**src/rtl/approx_err_sweeper.sv**
```systemverilog
// approx_err_sweeper: exhaustively sweeps every input vector into an exact and
// an approximate combinational circuit. Their outputs are compared as unsigned
// integers, and the block tracks worst-case error, the violation count and the
// first violating vector. It reports pass/fail against the threshold ET.
module approx_err_sweeper #(
    parameter int N_IN  = 4,
    parameter int N_OUT = 2,
    parameter int ET    = 1
) (
    input  logic              clk,
    input  logic              rst_n,
    input  logic              start,
    input  logic              abort,
    output logic [N_IN-1:0]   vec_out,
    input  logic [N_OUT-1:0]  exact_in,
    input  logic [N_OUT-1:0]  approx_in,
    output logic              busy,
    output logic              done,
    output logic [N_OUT-1:0]  max_err,
    output logic [N_IN:0]     viol_cnt,
    output logic [N_IN-1:0]   first_viol,
    output logic              viol_seen,
    output logic              pass
);

    typedef enum logic [1:0] {
        ST_IDLE  = 2'd0,
        ST_SWEEP = 2'd1,
        ST_DRAIN = 2'd2,
        ST_DONE  = 2'd3
    } state_t;

    localparam logic [N_IN-1:0] VEC_ONE  = N_IN'(1);
    localparam logic [N_IN-1:0] VEC_LAST = {N_IN{1'b1}};
    localparam logic [N_IN:0]   CNT_ONE  = (N_IN+1)'(1);
    localparam logic [N_IN:0]   CNT_ZERO = {(N_IN+1){1'b0}};
    localparam logic [31:0]     ET_W     = 32'(ET);

    // Absolute difference without overflow: larger operand minus smaller.
    function automatic logic [N_OUT-1:0] abs_diff(input logic [N_OUT-1:0] x,
                                                  input logic [N_OUT-1:0] y);
        return (x >= y) ? (x - y) : (y - x);
    endfunction

    state_t            state_r, state_next_s;
    logic              start_ok_s;
    logic              s1_valid_r;
    logic [N_OUT-1:0]  s1_exact_r, s1_approx_r;
    logic [N_IN-1:0]   s1_tag_r;
    logic [N_OUT-1:0]  err_s;
    logic              viol_s;
    logic [N_IN:0]     cnt_next_s;
    logic [N_OUT-1:0]  max_next_s;

    logic [N_IN-1:0]   vec_r;
    logic              busy_r, done_r, viol_seen_r, pass_r;
    logic [N_OUT-1:0]  max_err_r;
    logic [N_IN:0]     viol_cnt_r;
    logic [N_IN-1:0]   first_viol_r;

    // Next-state logic of the sweep sequencer.
    always_comb begin
        state_next_s = state_r;
        start_ok_s   = 1'b0;
        case (state_r)
            ST_IDLE: begin
                if (start && !abort) begin
                    state_next_s = ST_SWEEP;
                    start_ok_s   = 1'b1;
                end else begin
                    state_next_s = ST_IDLE;
                end
            end
            ST_SWEEP: begin
                if (abort) begin
                    state_next_s = ST_IDLE;
                end else if (vec_r == VEC_LAST) begin
                    state_next_s = ST_DRAIN;
                end else begin
                    state_next_s = ST_SWEEP;
                end
            end
            ST_DRAIN: begin
                if (abort) begin
                    state_next_s = ST_IDLE;
                end else begin
                    state_next_s = ST_DONE;
                end
            end
            ST_DONE: begin
                state_next_s = ST_IDLE;
            end
            default: begin
                state_next_s = ST_IDLE;
            end
        endcase
    end

    // Stage-2 error evaluation for the vector held in stage 1.
    always_comb begin
        err_s      = abs_diff(s1_exact_r, s1_approx_r);
        viol_s     = s1_valid_r && ({{(32-N_OUT){1'b0}}, err_s} > ET_W);
        cnt_next_s = viol_cnt_r;
        max_next_s = max_err_r;
        if (viol_s) begin
            cnt_next_s = viol_cnt_r + CNT_ONE;
        end else begin
            cnt_next_s = viol_cnt_r;
        end
        if (s1_valid_r && (err_s > max_err_r)) begin
            max_next_s = err_s;
        end else begin
            max_next_s = max_err_r;
        end
    end

    // State register.
    always_ff @(posedge clk or negedge rst_n) begin
        if (!rst_n) begin
            state_r <= ST_IDLE;
        end else begin
            state_r <= state_next_s;
        end
    end

    // Vector generator, stage-1 capture and busy/done flags.
    always_ff @(posedge clk or negedge rst_n) begin
        if (!rst_n) begin
            vec_r       <= {N_IN{1'b0}};
            s1_valid_r  <= 1'b0;
            s1_exact_r  <= {N_OUT{1'b0}};
            s1_approx_r <= {N_OUT{1'b0}};
            s1_tag_r    <= {N_IN{1'b0}};
            busy_r      <= 1'b0;
            done_r      <= 1'b0;
        end else begin
            busy_r <= (state_next_s != ST_IDLE);
            done_r <= (state_next_s == ST_DONE);
            if ((state_r == ST_SWEEP) && !abort) begin
                s1_valid_r  <= 1'b1;
                s1_exact_r  <= exact_in;
                s1_approx_r <= approx_in;
                s1_tag_r    <= vec_r;
                // Wraps to 0 after the last vector and then holds in DRAIN.
                vec_r       <= vec_r + VEC_ONE;
            end else begin
                s1_valid_r  <= 1'b0;
                vec_r       <= {N_IN{1'b0}};
            end
        end
    end

    // Result accumulation, cleared on an accepted start.
    always_ff @(posedge clk or negedge rst_n) begin
        if (!rst_n) begin
            max_err_r    <= {N_OUT{1'b0}};
            viol_cnt_r   <= CNT_ZERO;
            first_viol_r <= {N_IN{1'b0}};
            viol_seen_r  <= 1'b0;
            pass_r       <= 1'b0;
        end else if (start_ok_s) begin
            max_err_r    <= {N_OUT{1'b0}};
            viol_cnt_r   <= CNT_ZERO;
            first_viol_r <= {N_IN{1'b0}};
            viol_seen_r  <= 1'b0;
            pass_r       <= 1'b0;
        end else begin
            max_err_r  <= max_next_s;
            viol_cnt_r <= cnt_next_s;
            if (viol_s && !viol_seen_r) begin
                first_viol_r <= s1_tag_r;
                viol_seen_r  <= 1'b1;
            end
            // The last vector is accumulated on this same edge, so use the
            // updated count.
            if ((state_r == ST_DRAIN) && !abort) begin
                pass_r <= (cnt_next_s == CNT_ZERO);
            end
        end
    end

    assign vec_out    = vec_r;
    assign busy       = busy_r;
    assign done       = done_r;
    assign max_err    = max_err_r;
    assign viol_cnt   = viol_cnt_r;
    assign first_viol = first_viol_r;
    assign viol_seen  = viol_seen_r;
    assign pass       = pass_r;

endmodule

```
**config.mk**
```make
export PLATFORM = sky130hd
export DESIGN_NAME = approx_err_sweeper
export DESIGN_NICKNAME = d
export VERILOG_FILES = /design/src/rtl/approx_err_sweeper.sv
export SDC_FILE = /design/constraint.sdc
export NUM_CORES = 1
export LEC_CHECK = 0
export ABC_AREA = 0
export BUFFER_PORTS_ARGS = -buffer_cell sky130_fd_sc_hd__buf_4
export CORE_UTILIZATION = 45
export CTS_CLUSTER_DIAMETER = 120
export DETAILED_ROUTE_END_ITERATION = 7
export PLACE_DENSITY = 0.69
export SETUP_SLACK_MARGIN = 0.05
export SYNTH_ARGS = -nofsm -noshare
export SYNTH_HDL_FRONTEND = slang
export SYNTH_SLANG_ARGS = --single-unit
```
**constraint.sdc**
```tcl
create_clock -name clk -period 2.65 [get_ports clk]
set_input_delay 0.1325 -clock clk [delete_from_list [all_inputs] [get_ports clk]]
set_output_delay 0.1325 -clock clk [all_outputs]
set_load 0.02 [all_outputs]
```
==> impl_results.md <==
- CP top delay family: adder cells
- Instance count of the mapped netlist: 137
- Register clock-pin slew on the reported worst setup and hold paths: 90 ps
- Syn Nets: 153
- Min Clock Period, post-route: 2610 ps
- Syn avg cell area: 10.5 sq um
- #FFs+latches synth: 30
- Placed inst area: 0.00170 sq mm
- Hold Crit Class: in2reg
- Antenna cells: 0
- Dpl hpwl: 1880 microns
- Comb power frac: 39.1%
- Slew Viols, Final: 0
- Switching Power: 530 uW
- CTS Buf Count: 5
- Htree depth: 2
- Vias/cell: 5.05
- Clock share of power: 23.9%
- RSZ-0062 raised after global routing: yes
- Post-route setup TNS: 0 ps
- Final clock skew: 15.1 ps
- Starting Density: 47.3%
- Critical Path Start Type: flop
- First drt pass iteration count: 4
- CP required: 2870 ps
- Slowest cell on the critical path: fa_2
- Number of distinct library cells after synthesis: 32
- WL/cell: 12.9 microns
- Slew margin rel.: 72.2%
- Tcrit/Tclk final: 98.6%
- Antenna violations before repair: 0
- Clk_lat worst skew: 340 ps
- Final instance area: 0.00186 sq mm
- Core Util, Final: 61.3%
- Sw frac: 33.9%
- Die Area: 0.00341 sq mm
- P&R area growth vs syn: 29.6%
- Critical path fanouts, max: 4
- Commonest non-fill, non-tap cell in the layout: buf_4
- Number of synthesized flops with an enable pin: 0
- Most frequent cells in the layout: buf_4 (32), dfrtp_1 (30), nand2_1 (25)
- Power density over cell area: 842 mW/mm^2
- Post-detailed-routing wire length: 2830 microns
- Root Driver: clkbuf_4
- First-pass GRT wire length: 4910 microns
- Share of cells above drive strength 1: 30.3%
- Peak supply drop: 0.595 mV
- Longest Clk Path Bufs: 2
- Largest stage delay, worst path: 520 ps
- Number of global-route vias before repair: 1094
- Total GRT Usage: 19.9%
- Sequential-to-total area share from yosys stat: 52.4%
- CORE AREA: 0.00303 sq mm
- Post-Syn Area: 0.00143 sq mm
- Drc violations: 0
- CP Capture Type: flop
- Remaining Overflow, GRT: 0
- Port bufs: 26
- Die Y: 58.4 microns
- Clock Sinks: 30
- Worst slew pin tran: 417 ps
- Synth Flop Type: dfrtp_1
- Antenna-violating nets left: 0
- Nets@finish: 191
- Sum of buffers and inverters on the critical path: 4
- Power Internal: 1.03 mW
- Status: finished, final reports clean
- Crit path DAT: 2840 ps
- CP Class: reg2reg
- Iter 0 DRT Violations: 26
- Lkg Pwr: 0.969 nW
- Yosys Warn Count: 0
- Overall die width: 58.4 microns
- CTS tree: built
- Gpl congestion: 0.809
- Max-cap violations: 0
- Setup violations, final: 0
- Fmax: 0.383 GHz
- Crit-path cells: inv_2 > ha_1 > inv_1 > fa_2 > inv_1 > a2111oi_4 > ha_1 > nor2b_1 > o211ai_1 > buf_4 > a211oi_2
- Largest net degree at the start of global routing: 31
- # IOs: 27
- Hold Vio Cnt, Final: 0
- Synth async-reset ratio: 100%
- Vias: 1107
- FP Rows: 20
- Seq pwr share: 37.0%
repair_timing:
| action | CTS | global route |
|---|---|---|
| gates cloned | 0 | 0 |
| setup buffers | 1 | 2 |
| gates resized for setup | 4 | 3 |
| hold buffers | 3 | 0 |
| setup endpoints to repair | 2 | 3 |
| endpoints found under the hold margin | 32 | 0 |
| pin swaps | 1 | 3 |
routing by layer:
| metal | global-route usage [%] | up-vias | share of wire [%] |
|---|---|---|---|
| met4 | 10.2 | 0 | 1.7 |
| met3 | 6.81 | 6 | 4.8 |
| met5 | 0 | - | 0 |
| met1 | 24.5 | 542 | 44 |
| met2 | 31.0 | 25 | 49 |
| li1 | - | 534 | - |
through the flow:
stage          hold slack (ps)  setup WS [ps]  instances  power [mW]
4_1_cts                0.00286           41.7        217        1.52
3_3_place_gp              79.5            136        206        1.09
5_1_grt                   15.7           -159        219        1.67
2_1_floorplan             -163           27.5        137       0.932
6_report                  9.99           38.4        219        1.56
3_5_place_dp              77.1          -1.82        206        1.11
cells in the mapped netlist (all sizes together), types with 2 or more instances:
library cell / instances / share of area, %
nor2: 15 / 3.9
xnor2: 3 / 1.8
or3b: 2 / 1.2
clkbuf: 3 / 0.79
o21ai: 3 / 1.0
nor2b: 2 / 0.87
nor3b: 2 / 1.0
xor2: 4 / 2.4
dfrtp: 30 / 52
ha: 7 / 6.1
nor4b: 2 / 1.2
mux2i: 6 / 4.2
nand3: 4 / 1.4
a21oi: 2 / 0.70
inv: 8 / 2.1
nand2: 25 / 6.6
and2: 2 / 0.87
or2: 3 / 1.3
power groups by stage:
stage               Combinational, mW  Sequential [mW]  Clock (mW)
floorplan                       0.311            0.621           0
global placement                0.505            0.581           0
detailed placement              0.527            0.586           0
CTS                             0.563            0.577       0.383
global route                    0.676            0.589       0.405
finish                          0.611            0.579       0.374
worst paths after layout:
kind,from,endpoint,slack [ps],cells past startpoint
min,approx_in[0],s1_approx_r[0],10,3
min in group asynchronous,rst_n,viol_cnt[4],250,2
max in group asynchronous,rst_n,s1_exact_r[0],2110,2
min reg2reg,s1_tag_r[0],s1_tag_r[0],480,2
max,s1_exact_r[0],max_err[1],40,11
max reg2reg,s1_exact_r[0],max_err[1],40,11
logic make-up (layout without fill, tap and decap cells):
logic type	count (synthesis)	count (layout)	share of synthesized area, %
simple gates	63	63	21.4
flops	30	30	52.4
buf+inv	12	50	3.41
compound gates	11	11	6.81
fa+ha+maj	8	8	7.51
xor+xnor	7	7	4.28
mux	6	6	4.19
registers in the layout, summed over array words and instances (netlist names):
signal,flops
viol_seen,1
max_err,2
vec_out,4
pass,1
done,1
s1_exact_r,2
first_viol,4
state_r,2
viol_cnt,5
s1_approx_r,2
s1_tag_r,4
s1_valid_r,1
busy,1
worst reg2reg max path, stage by stage, from the launching register on:
cell and delay [ps]:
dfrtp_1 390, inv_2 60, ha_1 130, inv_1 50, fa_2 520, inv_1 70, a2111oi_4 370, ha_1 290
nor2b_1 130, o211ai_1 270, buf_4 170, a211oi_2 60
final cells by class:
type                       count  area [sq um]
tap                           44          55.1
inverter                       8          30.0
timing repair buffer          35           270
sequential                    30           751
clock buffer                   6          51.3
multi-input combinational     95           669
clock inverter                 1          30.0
fill                         258          1170
Note: power is estimated with default switching activity, not from simulation.
